**config.mk**
```make
export PLATFORM = sky130hd
export DESIGN_NAME = wr_uart_rx_monitor
export DESIGN_NICKNAME = d
export VERILOG_FILES = /design/src/rtl/wr_uart_rx_monitor.sv
export SDC_FILE = /design/constraint.sdc
export NUM_CORES = 1
export LEC_CHECK = 0
export ABC_AREA = 1
export ABC_CLOCK_PERIOD_IN_PS = 2800
export CAP_MARGIN = 20
export CELL_PAD_IN_SITES_DETAIL_PLACEMENT = 1
export CELL_PAD_IN_SITES_GLOBAL_PLACEMENT = 1
export CORE_MARGIN = 5
export CORE_UTILIZATION = 51
export DETAILED_ROUTE_END_ITERATION = 6
export DONT_BUFFER_PORTS = 1
export PLACE_DENSITY_LB_ADDON = 0.1
export SETUP_SLACK_MARGIN = 0.3
export SYNTH_ARGS = -nofsm -noshare
export SYNTH_HDL_FRONTEND = slang
export SYNTH_SLANG_ARGS = --single-unit
```
**constraint.sdc**
```tcl
create_clock -name clk_i -period 2.8 [get_ports clk_i]
set_input_delay 0.84 -clock clk_i [delete_from_list [all_inputs] [get_ports clk_i]]
set_output_delay 0.84 -clock clk_i [all_outputs]
set_load 0.01 [all_outputs]
```
**src/rtl/wr_uart_rx_monitor.sv**
```systemverilog
// UART receiver for bench node consoles: oversampled decode, framing check, show-ahead FIFO.
// Optional per-node line logging is enabled with `define WR_UART_MON_LINE_LOG_EN.
module wr_uart_rx_monitor #(
  parameter int unsigned g_clk_freq   = 125000000,
  parameter int unsigned g_baud       = 115200,
  parameter int unsigned g_data_bits  = 8,
  parameter int unsigned g_fifo_depth = 16,
  parameter int unsigned g_node_id    = 0
) (
  input  logic                                  clk_i,
  input  logic                                  rst_i,
  input  logic                                  rxd_i,
  output logic [g_data_bits-1:0]                data_o,
  output logic                                  valid_o,
  input  logic                                  ready_i,
  output logic [$clog2(g_fifo_depth+1)-1:0]     level_o,
  output logic                                  frame_err_o,
  output logic                                  overflow_o
);

  localparam int unsigned DIV     = g_clk_freq / g_baud;
  localparam int unsigned HALF_M1 = DIV / 2 - 1;
  localparam int unsigned CNT_W   = $clog2(DIV);
  localparam int unsigned BIT_W   = $clog2(g_data_bits + 1);
  localparam int unsigned PTR_W   = $clog2(g_fifo_depth);
  localparam int unsigned LVL_W   = $clog2(g_fifo_depth + 1);

  if (DIV < 4) begin : g_div_chk
    $error("wr_uart_rx_monitor: clock/baud divider %0d is below 4", DIV);
  end
  if (g_data_bits < 5 || g_data_bits > 9) begin : g_bits_chk
    $error("wr_uart_rx_monitor: g_data_bits %0d outside 5..9", g_data_bits);
  end
  if (g_fifo_depth < 2 || (g_fifo_depth & (g_fifo_depth - 1)) != 0) begin : g_depth_chk
    $error("wr_uart_rx_monitor: g_fifo_depth %0d must be a power of two >= 2", g_fifo_depth);
  end
  if (g_node_id > 9999) begin : g_node_chk
    $error("wr_uart_rx_monitor: g_node_id %0d out of range", g_node_id);
  end

  typedef enum logic [1:0] {IDLE, START, DATA, STOP} state_t;

  logic                   rx_meta, rxs, rxs_q;
  logic                   fall;
  state_t                 state;
  logic [CNT_W-1:0]       cnt;
  logic [BIT_W-1:0]       bit_cnt;
  logic [g_data_bits-1:0] shreg;
  logic                   cnt_end, push_req, push, pop, full;
  logic [g_data_bits-1:0] mem [g_fifo_depth];
  logic [PTR_W-1:0]       wr_ptr, rd_ptr;
  logic [LVL_W-1:0]       level_nxt;

  // Two-flop synchronizer plus edge history, all idling high
  always_ff @(posedge clk_i) begin
    if (rst_i) begin
      rx_meta <= 1'b1;
      rxs     <= 1'b1;
      rxs_q   <= 1'b1;
    end else begin
      rx_meta <= rxd_i;
      rxs     <= rx_meta;
      rxs_q   <= rxs;
    end
  end

  assign fall     = rxs_q & ~rxs;
  assign cnt_end  = (cnt == CNT_W'(DIV - 1));
  assign push_req = (state == STOP) && cnt_end && rxs;
  assign pop      = valid_o && ready_i;
  assign full     = (level_o == LVL_W'(g_fifo_depth));
  assign push     = push_req && (!full || pop);

  // Frame decoder: start check at half bit, then one sample per bit period
  always_ff @(posedge clk_i) begin
    if (rst_i) begin
      state       <= IDLE;
      cnt         <= '0;
      bit_cnt     <= '0;
      shreg       <= '0;
      frame_err_o <= 1'b0;
    end else begin
      frame_err_o <= 1'b0;
      case (state)
        IDLE: begin
          if (fall) begin
            state <= START;
            cnt   <= '0;
          end
        end
        START: begin
          if (cnt == CNT_W'(HALF_M1)) begin
            cnt     <= '0;
            bit_cnt <= '0;
            state   <= rxs ? IDLE : DATA;
          end else begin
            cnt <= cnt + 1'b1;
          end
        end
        DATA: begin
          if (cnt_end) begin
            cnt     <= '0;
            shreg   <= {rxs, shreg[g_data_bits-1:1]};
            bit_cnt <= bit_cnt + 1'b1;
            if (bit_cnt == BIT_W'(g_data_bits - 1)) state <= STOP;
          end else begin
            cnt <= cnt + 1'b1;
          end
        end
        STOP: begin
          if (cnt_end) begin
            cnt         <= '0;
            state       <= IDLE;
            frame_err_o <= ~rxs;
          end else begin
            cnt <= cnt + 1'b1;
          end
        end
        default: state <= IDLE;
      endcase
    end
  end

  always_ff @(posedge clk_i) begin
    if (push && !rst_i) mem[wr_ptr] <= shreg;
  end

  assign data_o = mem[rd_ptr];

  always_comb begin
    level_nxt = level_o;
    if (push && !pop)      level_nxt = level_o + 1'b1;
    else if (pop && !push) level_nxt = level_o - 1'b1;
  end

  // Pointers wrap naturally at the power-of-two depth; occupancy kept separately
  always_ff @(posedge clk_i) begin
    if (rst_i) begin
      wr_ptr     <= '0;
      rd_ptr     <= '0;
      level_o    <= '0;
      valid_o    <= 1'b0;
      overflow_o <= 1'b0;
    end else begin
      if (push) wr_ptr <= wr_ptr + 1'b1;
      if (pop)  rd_ptr <= rd_ptr + 1'b1;
      level_o    <= level_nxt;
      valid_o    <= (level_nxt != '0);
      overflow_o <= push_req && full && !pop;
    end
  end

`ifdef WR_UART_MON_LINE_LOG_EN
  string      line_buf;
  logic [7:0] ch;

  assign ch = 8'(shreg);

  // Every well-framed byte is logged, even if the FIFO later drops it
  always @(posedge clk_i) begin
    if (rst_i) begin
      line_buf <= "";
    end else if (push_req) begin
      if (ch == 8'h0A) begin
        $display("[%0t] Node %0d: %s", $time, g_node_id, line_buf);
        line_buf <= "";
      end else if (ch != 8'h0D) begin
        if (line_buf.len() == 127) begin
          $display("[%0t] Node %0d: %s", $time, g_node_id, $sformatf("%s%c", line_buf, ch));
          line_buf <= "";
        end else begin
          line_buf <= $sformatf("%s%c", line_buf, ch);
        end
      end
    end
  end
`endif

endmodule

```
==> impl_metrics.py, run 1 <==
metrics = {
    "synthesis": {
        "yosys-top-cells-area": "edfxtp_1 (51%), dfxtp_1 (13%), a21oi_1 (4.3%), mux2i_1 (4.2%), nand2_1 (4.0%)",
        "synthCells": 696,
        "yosysTopAreaCell": "edfxtp_1",
        "synthFlopType": "edfxtp_1",
        "synth.avg_cell_area_sq_um": 10.84,
        "synth_edf_count": 128,
        "syn_area_sq_um": 7546,
        "synth_common_cells": "edfxtp_1 (128), nand2_1 (81), inv_1 (80), a21oi_1 (65), o21ai_0 (51)",
        "synth_seq_area_share_pct": 63.67,
        "netlist.area_leader.share_pct": 50.94,
        "yosysMostFrequentCell": "edfxtp_1",
        "ys_ff_latch": 176,
        "ys_types": 36,
        "async_flop_share_pct": 0,
        "ys_warn_count": 0,
        "synth_nets": 712,
    },
    "worst_setup_path": {
        "r2r_slack_ns": 0.50,
        "path_max_fanout": 7,
        "worst-path-buf-inv": 2,
        "required_ns": 1.96,
        "cp_slowest_cell": "dfxtp_4",
        "reg2reg_to": "mem[9][2]$_DFFE_PP_",
        "cp-start-kind": "flop",
        "r2r_cells": 10,
        "critPathKind": "flop to primary output",
        "critPathArrivalTime_ns": 1.77,
        "r2r_start": "cnt[0]$_SDFFE_PP0P_",
        "crit_family": "flip-flops",
        "path_cells": "buf_12, buf_8, a21oi_1, o21ai_0, o211ai_1, nand3_1, nand2_2",
        "critPathCaptureType": "primary output",
        "critPathMaxStageDelay_ns": 0.41,
    },
    "global_route": {
        "met1_usage_pct": 24.71,
        "grt_pass1_wl_microns": 29500,
        "antenna_found_initial": 0,
        "busiest_layer": "met2",
        "grt_overflow_total": 0,
        "gr-usage-met2_pct": 41.25,
        "grt_max_degree": 33,
        "grt_pass1_vias": 5573,
        "gr-usage-all-layers_pct": 21.64,
        "use_met3_pct": 3.784,
    },
    "sta": {
        "post-route-min-period_ns": 2.612,
        "fin_setup_tns_ns": 0,
        "min_period_over_period_pct": 93.29,
        "fmax_mhz": 382.8,
        "setup_viol": 0,
        "worst_pin_slew_ns": 0.8036,
        "hold_violations": 0,
        "whs_ns": 0.4117,
        "rsz0062_at_grt": "yes",
        "skew_ns": 0.008123,
        "slew_violations": 0,
        "max_slew_margin_pct": 46.36,
    },
    "flow_run": {
        "max-cap-violations": 0,
    },
    "power_and_ir_drop": {
        "vdd_drop_max_uv": 364.3,
        "power.density_nw_per_um2": 715.2,
        "leakagePower_nw": 3.247,
    },
    "finish": {
        "area_growth_pct": 14.28,
        "n_fill_cell": 1544,
        "drive_gt1_share_pct": 13.78,
        "seqCellArea_sq_um": 4810,
        "diodes": 0,
        "layout.nets": 736,
        "multiInputGateArea_sq_um": 2317,
        "stdcell_area_sq_um": 8623,
    },
    "die": {
        "die_h_microns": 131.6,
        "ios": 20,
        "die_area_sq_um": 17330,
        "rows": 44,
        "die_width_microns": 131.6,
        "start_util_pct": 51.92,
        "core-area_sq_um": 14530,
    },
    "drt": {
        "drc": 0,
        "ant_nets": 0,
        "first_pass_iters": 5,
        "vias": 5222,
        "via_per_inst": 5.695,
        "wl_per_cell_microns": 20.52,
        "finalWirelength_microns": 18820,
        "drt_iter0_drc": 320,
    },
    "place": {
        "place.gp.congestion": 0.8488,
        "dpl.hpwl_microns": 12560,
        "io_buffers": 0,
        "placed_area_sq_um": 7875,
    },
    "min_path": {
        "whs_endpoint": "rxs$_SDFF_PP1_",
        "min_path_cells": 1,
        "hp-start": "rx_meta$_SDFF_PP1_",
        "hp-class": "flop to flop",
    },
    "clock_network": {
        "insertion_delay_ns": 0.42,
        "cts.clk_slew.worst_paths_ns": 0.07,
        "cts_buffer_depth": 2,
        "htree_levels": 4,
        "cts_buffers": 17,
        "cts_root_buf": "clkbuf_16",
        "cts.sinks": 176,
        "cts_tree": "done",
    },
    "status": {
        "status": "finished, final reports clean",
    },
}
==> worst max-delay path by stage <==
| stage | cells after the start | to |
|---|---|---|
| floorplan | 6 | mem[11][0]$_DFFE_PP_ |
| global placement | 5 | data_o[3] |
| detailed placement | 6 | data_o[4] |
| CTS | 5 | data_o[3] |
| global route | 5 | data_o[2] |
| finish | 7 | data_o[4] |
==> metal layers <==
layer	routed length (microns)	up-vias
li1	-	2492
met2	10380	94
met5	0	-
met4	265	0
met3	633	18
met1	7540	2618
==> placed cells by master (no fill, tap or decap), types with 5 or more instances in the layout <==
| cell type | n |
|---|---|
| inv_2 | 7 |
| dfxtp_1 | 46 |
| clkbuf_16 | 19 |
| o21ai_1 | 14 |
| edfxtp_1 | 128 |
| mux2i_1 | 30 |
| a21oi_1 | 63 |
| nand3_1 | 35 |
| buf_4 | 27 |
| nor2_1 | 35 |
| ha_1 | 12 |
| o21ai_0 | 44 |
| nand4_1 | 5 |
| nand2_1 | 76 |
| inv_1 | 80 |
| nand2_2 | 8 |
| nor3_1 | 9 |
| o211ai_1 | 35 |
==> report_power, final <==
part	internal, mW	total, mW	leakage [nW]	switching, mW
Sequential	2.81	2.91	1.88	0.0933
Clock	1.29	2.27	0.281	0.980
Combinational	0.396	0.991	1.09	0.596
==> layout make-up <==
type                    instances  area share, %
clock inverters                11         0.8996
multi-input cells             400          26.87
clock buffers                  21          5.833
well taps                     184          2.670
repair buffers                 35          4.034
inverters                      90          3.918
flip-flops and latches        176          55.77
==> metrics by stage <==
step                      util [%]  setup WS (ns)  total power, mW  instances
after floorplan                  -         0.5628            3.592        696
after global placement       54.18         0.4447            3.786        876
after detailed placement     54.18         0.3951            3.833        876
after CTS                    58.85         0.1688            6.177        914
after global routing         59.33         0.1147            6.448        917
final                        59.33         0.1879            6.167        917
==> registers in the layout (all words and copies together) (netlist names), 4 cells and up, named ones only <==
register and cells:
mem 128, cnt 11, shreg 8, level_o 5, bit_cnt 4, rd_ptr 4
wr_ptr 4
==> timing repair <==
| action | CTS | global route |
|---|---|---|
| cloned | 1 | 0 |
| setup buffers | 5 | 3 |
| pin swaps | 2 | 11 |
| resized for setup | 9 | 22 |
| endpoints found under the setup margin | 8 | 36 |
| hold buffers | 0 | 0 |
==> kinds of logic (layout without fill, tap and decap cells) <==
| logic type | Yosys count | in the layout | share of synthesized area, % |
|---|---|---|---|
| XOR/XNOR | 5 | 5 | 0.5803 |
| buffers and inverters | 120 | 157 | 6.135 |
| adder cells (fa/ha/maj) | 12 | 12 | 1.990 |
| flip-flops | 176 | 176 | 63.67 |
| multiplexers | 32 | 32 | 4.245 |
| AND/OR/NAND/NOR | 184 | 184 | 10.84 |
| AO/OA/AOI/OAI | 167 | 167 | 12.54 |
No activity file was read; power rests on OpenSTA's default activity.
==> run 2, diff against run 1 <==
--- a/config.mk
+++ b/config.mk
@@ -6,10 +6,11 @@
 export NUM_CORES = 1
 export LEC_CHECK = 0
 export ABC_AREA = 1
-export ABC_CLOCK_PERIOD_IN_PS = 2800
+export ABC_CLOCK_PERIOD_IN_PS = 2700
 export CAP_MARGIN = 20
 export CELL_PAD_IN_SITES_DETAIL_PLACEMENT = 1
 export CELL_PAD_IN_SITES_GLOBAL_PLACEMENT = 1
+export CORE_ASPECT_RATIO = 1.75
 export CORE_MARGIN = 5
 export CORE_UTILIZATION = 51
 export DETAILED_ROUTE_END_ITERATION = 6
==> constraint.sdc (replaced) <==
create_clock -name clk_i -period 2.7 [get_ports clk_i]
set_input_delay 0.81 -clock clk_i [delete_from_list [all_inputs] [get_ports clk_i]]
set_output_delay 0.81 -clock clk_i [all_outputs]
set_load 0.01 [all_outputs]
==> run 2 against run 1 <==
Net effect: sequential share of layout area down 0.77 points; utilization up 1.2 points; global-route usage up 3.7 points.
==> impl_metrics.py, run 2 (synthesized netlist as in run 1, its figures left out) <==
metrics = {
    "drt": {
        "first_pass_iters": 5,
        "vias": 5325,
        "finalWirelength_microns": 20870,
        "via_per_inst": 5.807,
        "wl_per_cell_microns": 22.75,
        "ant_nets": 0,
        "drt_iter0_drc": 219,
        "drc": 0,
    },
    "die": {
        "start_util_pct": 52.25,
        "die_width_microns": 102.0,
        "die_h_microns": 170.9,
        "rows": 58,
        "ios": 20,
        "core-area_sq_um": 14440,
        "die_area_sq_um": 17420,
    },
    "power_and_ir_drop": {
        "p_int_mw": 4.723,
        "power.net_switching_mw": 1.836,
        "vdd_drop_max_uv": 522.2,
        "p_comb_share_pct": 16.7,
        "sequentialPowerShare_pct": 45.8,
        "leakagePower_nw": 3.265,
        "power.density_nw_per_um2": 750.0,
        "clockPowerShare_pct": 37.5,
        "switching_share_pct": 27.99,
    },
    "clock_network": {
        "insertion_delay_ns": 0.43,
        "cts_buffer_depth": 2,
        "cts_root_buf": "clkbuf_16",
        "cts_buffers": 17,
        "cts.sinks": 176,
        "cts_tree": "done",
        "cts.clk_slew.worst_paths_ns": 0.07,
        "htree_levels": 4,
        "cts_hold_buf": 0,
    },
    "place": {
        "dpl.hpwl_microns": 14050,
        "io_buffers": 0,
        "place.gp.congestion": 0.8410,
        "placed_area_sq_um": 7873,
    },
    "sta": {
        "post-route-min-period_ns": 2.649,
        "fin_setup_tns_ns": 0,
        "slew_violations": 0,
        "setup_viol": 0,
        "max_slew_margin_pct": 43.13,
        "hold_violations": 0,
        "whs_ns": 0.4130,
        "skew_ns": 0.01073,
        "rsz0062_at_grt": "yes",
        "fmax_mhz": 377.5,
        "min_period_over_period_pct": 98.11,
        "worst_pin_slew_ns": 0.8518,
    },
    "finish": {
        "area_growth_pct": 15.88,
        "final_common_cell": "edfxtp_1",
        "layout.nets": 740,
        "drive_gt1_share_pct": 16.15,
        "top_register": "mem",
        "largest_reg_flops": 128,
        "seqCellArea_sq_um": 4810,
        "n_fill_cell": 1540,
        "utilization_pct": 60.55,
        "stdcell_area_sq_um": 8745,
        "reg_top3": "mem x128, cnt x11, shreg x8",
        "diodes": 0,
        "layout_common_cells": "edfxtp_1 (128), inv_1 (79), nand2_1 (72)",
        "multiInputGateArea_sq_um": 2387,
    },
    "global_route": {
        "grt_overflow_total": 0,
        "gr-usage-all-layers_pct": 25.30,
        "grt_pass1_wl_microns": 32220,
        "grt_max_degree": 33,
        "antenna_found_initial": 0,
        "grt_pass1_vias": 5938,
    },
    "worst_setup_path": {
        "reg2reg_to": "mem[1][5]$_DFFE_PP_",
        "r2r_cells": 10,
        "cp-start-kind": "flop",
        "path_cells": "inv_1, buf_8, buf_6, o211ai_1, nand3_1, nand2_2",
        "critPathArrivalTime_ns": 1.84,
        "worst-path-buf-inv": 3,
        "critPathMaxStageDelay_ns": 0.34,
        "crit_cells": 6,
        "path_max_fanout": 23,
        "crit_family": "buffers and inverters",
        "r2r_start": "cnt[0]$_SDFFE_PP0P_",
        "endpoint": "data_o[6]",
        "critPathKind": "flop to primary output",
        "required_ns": 1.89,
        "critPathCaptureType": "primary output",
        "cp_slowest_cell": "dfxtp_2",
        "r2r_slack_ns": 0.43,
    },
    "flow_run": {
        "max-cap-violations": 0,
    },
    "status": {
        "status": "finished, final reports clean",
    },
    "min_path": {
        "hp-class": "flop to flop",
    },
}
run 2: cell types whose count changed in the layout (fill, tap and decap cells not counted), moves of 4 or more:
| cell | before | now |
|---|---|---|
| buf_6 | 2 | 13 |
| o21ai_0 | 44 | 37 |
| mux2i_1 | 30 | 26 |
| buf_4 | 27 | 21 |
| nand2_1 | 76 | 72 |
| clkinv_2 | 4 | 0 |
| nand2_2 | 8 | 12 |
| o21ai_1 | 14 | 21 |
run 2: power groups by stage:
stage / Combinational, mW / Clock [mW] / Sequential, mW
3_5_place_dp: 0.926 / 0 / 3.08
6_report: 1.09 / 2.46 / 3.00
3_3_place_gp: 0.874 / 0 / 3.07
2_1_floorplan: 0.698 / 0 / 3.03
5_1_grt: 1.20 / 2.63 / 3.02
4_1_cts: 1.07 / 2.51 / 3.01
run 2: timing repair:
action / CTS / global route
endpoints found under the setup margin: 8 / 136
setup buffers: 9 / 1
cloned: 1 / 0
pin swaps: 14 / 8
resized for setup: 36 / 32
run 2: routing by layer:
metal | track usage [%] | vias up | part of all wire, %
li1 | - | 2494 | -
met5 | 0 | - | 0
met2 | 48.86 | 127 | 58
met4 | 12.39 | 0 | 4.3
met3 | 4.692 | 48 | 3.3
met1 | 25.03 | 2656 | 35
run 2: worst min-delay path by stage:
stage	startpoint	slack (ns)	cells past startpoint	to
after floorplan	rx_meta$_SDFF_PP1_	0.39	1	rxs$_SDFF_PP1_
after global placement	rx_meta$_SDFF_PP1_	0.40	1	rxs$_SDFF_PP1_
after detailed placement	rx_meta$_SDFF_PP1_	0.40	1	rxs$_SDFF_PP1_
after CTS	rx_meta$_SDFF_PP1_	0.41	1	rxs$_SDFF_PP1_
after global routing	rst_i	0.43	1	bit_cnt[1]$_SDFFE_PP0P_
final	rx_meta$_SDFF_PP1_	0.41	1	rxs$_SDFF_PP1_
run 2: final cells by class:
type	instances	share of cell area (%)
flip-flops and latches	176	55.00
multi-input cells	400	27.30
clock buffers	19	4.951
repair buffers	39	4.536
inverters	90	3.906
well taps	180	2.575
clock inverters	13	1.731
run 2: worst reg2reg max path: cells and delay by family (launching register included):
kind,cells,cell delay (ns)
flops,1,0.35
buf+inv,2,0.35
simple gates,7,1.05
fa+ha+maj,1,0.24
run 2: stage by stage:
stage / worst slack [ns] / cells / power, mW
3_5_place_dp: 0.3021 / 874 / 4.005
2_1_floorplan: 0.4928 / 696 / 3.725
4_1_cts: 0.04023 / 916 / 6.591
3_3_place_gp: 0.3901 / 874 / 3.947
6_report: 0.05115 / 917 / 6.559
5_1_grt: 0.01717 / 917 / 6.841
==> run 3, diff against run 2 <==
--- a/config.mk
+++ b/config.mk
@@ -7,16 +7,17 @@
 export LEC_CHECK = 0
 export ABC_AREA = 1
 export ABC_CLOCK_PERIOD_IN_PS = 2700
-export CAP_MARGIN = 20
+export CAP_MARGIN = 15
 export CELL_PAD_IN_SITES_DETAIL_PLACEMENT = 1
 export CELL_PAD_IN_SITES_GLOBAL_PLACEMENT = 1
 export CORE_ASPECT_RATIO = 1.75
 export CORE_MARGIN = 5
-export CORE_UTILIZATION = 51
+export CORE_UTILIZATION = 30
 export DETAILED_ROUTE_END_ITERATION = 6
 export DONT_BUFFER_PORTS = 1
 export PLACE_DENSITY_LB_ADDON = 0.1
 export SETUP_SLACK_MARGIN = 0.3
+export SLEW_MARGIN = 20
 export SYNTH_ARGS = -nofsm -noshare
 export SYNTH_HDL_FRONTEND = slang
 export SYNTH_SLANG_ARGS = --single-unit
==> run 3 against run 2 <==
Net effect: via count down 3.9%; power up 1.3%; first-iteration DRC count up 25%; clock skew down 0.0020 ns; utilization down 24 points; critical path depth unchanged; count of clock-buffer cells in the layout down 2; sequential power about the same; worst setup slack better by 0.022 ns; worst hold slack about the same; maximum frequency up 0.84%; largest power group unchanged.
==> impl_metrics.py, run 3 (synthesized netlist as in run 1, its figures left out) <==
metrics = {
    "sta": {
        "rsz0062_at_grt": "yes",
        "post-route-min-period_ns": 2.627,
        "hold_violations": 0,
        "fin_setup_tns_ns": 0,
        "whs_ns": 0.4131,
        "skew_ns": 0.008682,
        "setup_viol": 0,
        "fin_ws_ns": 0.07314,
        "min_period_over_period_pct": 97.29,
        "slew_violations": 0,
        "max_slew_margin_pct": 45.09,
        "worst_pin_slew_ns": 0.8225,
        "fmax_mhz": 380.7,
    },
    "global_route": {
        "grt_max_degree": 40,
        "gr-usage-all-layers_pct": 14.67,
        "grt_pass1_wl_microns": 30820,
        "grt_overflow_total": 0,
        "grt_pass1_vias": 5487,
        "antenna_found_initial": 0,
    },
    "worst_setup_path": {
        "worst-path-buf-inv": 2,
        "path_cells": "buf_12, clkbuf_16, o21ai_0, o21ai_1, o211ai_1, nand2_1",
        "path_max_fanout": 8,
        "critPathMaxStageDelay_ns": 0.36,
        "cp_slowest_cell": "dfxtp_4",
        "r2r_slack_ns": 0.51,
        "critPathKind": "flop to primary output",
        "cp-start-kind": "flop",
        "crit_family": "compound AO/OA/AOI/OAI gates",
        "critPathArrivalTime_ns": 1.82,
        "required_ns": 1.89,
        "critPathCaptureType": "primary output",
    },
    "power_and_ir_drop": {
        "vdd_drop_max_uv": 401.6,
        "leakagePower_nw": 3.298,
        "p_int_mw": 4.826,
        "power.net_switching_mw": 1.820,
        "power.density_nw_per_um2": 742.6,
        "p_comb_share_pct": 16.4,
        "p_total_mw": 6.646,
        "sequentialPowerShare_pct": 45.1,
        "switching_share_pct": 27.38,
        "clockPowerShare_pct": 38.4,
    },
    "place": {
        "place.gp.congestion": 0.7855,
        "dp_slack_ns": 0.3268,
        "dpl.hpwl_microns": 14190,
        "io_buffers": 0,
    },
    "clock_network": {
        "cts_tree": "done",
        "cts.clk_slew.worst_paths_ns": 0.07,
        "insertion_delay_ns": 0.44,
        "cts_root_buf": "clkbuf_16",
        "cts_buffers": 17,
        "cts_buffer_depth": 2,
        "htree_levels": 4,
        "cts_hold_buf": 0,
        "cts.sinks": 176,
    },
    "drt": {
        "finalWirelength_microns": 20160,
        "drt_iter0_drc": 273,
        "first_pass_iters": 4,
        "vias": 5115,
        "wl_per_cell_microns": 19.13,
        "via_per_inst": 4.853,
        "drc": 0,
        "ant_nets": 0,
    },
    "finish": {
        "layout_common_cells": "edfxtp_1 (128), inv_1 (79), nand2_1 (71)",
        "diodes": 0,
        "drive_gt1_share_pct": 16.44,
        "top_register": "mem",
        "n_fill_cell": 2730,
        "final_common_cell": "edfxtp_1",
        "largest_reg_flops": 128,
        "reg_top3": "mem x128, cnt x11, shreg x8",
        "layout.nets": 745,
        "area_growth_pct": 18.59,
    },
    "min_path": {
        "hp-class": "flop to flop",
    },
    "die": {
        "die_width_microns": 129.9,
        "ios": 20,
        "die_area_sq_um": 28550,
        "die_h_microns": 219.8,
        "rows": 76,
        "core-area_sq_um": 24720,
        "start_util_pct": 30.52,
    },
    "status": {
        "status": "finished, final reports clean",
    },
    "flow_run": {
        "max-cap-violations": 0,
    },
}
run 3: changes by cell type in the layout (fill, tap and decap cells not counted), sizes merged:
cell,delta
buf,+3
clkinv,-3
clkinvlp,+4
bufinv,+1
run 3: layout make-up:
class / instances / area, sq um / share of cell area, %
sequential: 176 / 4811 / 53.76
inverter: 90 / 341.6 / 3.817
timing repair buffer: 44 / 454.2 / 5.076
multi-input combinational: 400 / 2345 / 26.20
clock buffer: 17 / 425.4 / 4.754
clock inverter: 15 / 181.4 / 2.027
tap: 312 / 390.4 / 4.362
run 3: worst register-to-register path: cells and delay by family (launching register included):
family,cells,cell delay (ns)
buffers and inverters,2,0.33
adder cells (fa/ha/maj),1,0.22
AND/OR/NAND/NOR,7,0.97
flip-flops,1,0.35
run 3: routing by layer:
metal | vias up | wire, microns | global-route usage (%)
met4 | 0 | 566 | 6.519
met3 | 32 | 380 | 2.571
li1 | 2499 | - | -
met5 | - | 0 | 0
met2 | 48 | 12100 | 29.38
met1 | 2536 | 7114 | 14.05
run 3: path summary, 6_finish.rpt:
kind	cells past startpoint	from	to
setup / recovery	6	flop	data_o[3]
hold / removal	1	rx_meta$_SDFF_PP1_	rxs$_SDFF_PP1_
setup reg to reg	10	cnt[0]$_SDFFE_PP0P_	mem[12][4]$_DFFE_PP_
hold reg to reg	1	rx_meta$_SDFF_PP1_	rxs$_SDFF_PP1_
run 3: repair_timing:
item / in CTS / in global routing
setup endpoints to repair: 8 / 136
gates cloned: 0 / 2
gates resized for setup: 12 / 40
hold endpoints to repair: 0 / 0
setup buffers: 8 / 2
pin swaps: 0 / 13
run 3: power by group through the flow:
| stage | registers [mW] | clock network [mW] | logic (mW) |
|---|---|---|---|
| final | 3.00 | 2.55 | 1.09 |
| after CTS | 3.01 | 2.65 | 1.00 |
| after global routing | 3.01 | 2.75 | 1.23 |
| after detailed placement | 3.08 | 0 | 0.929 |
| after global placement | 3.08 | 0 | 0.905 |
| after floorplan | 3.03 | 0 | 0.698 |
run 3: metrics by stage:
| stage | utilization, % | instance area, sq um | std cells |
|---|---|---|---|
| after global placement | 32.68 | 8080 | 1010 |
| after global routing | 36.19 | 8949 | 1054 |
| after detailed placement | 32.68 | 8080 | 1010 |
| after floorplan | - | 7546 | 696 |
| after CTS | 35.53 | 8785 | 1050 |
| final | 36.19 | 8949 | 1054 |
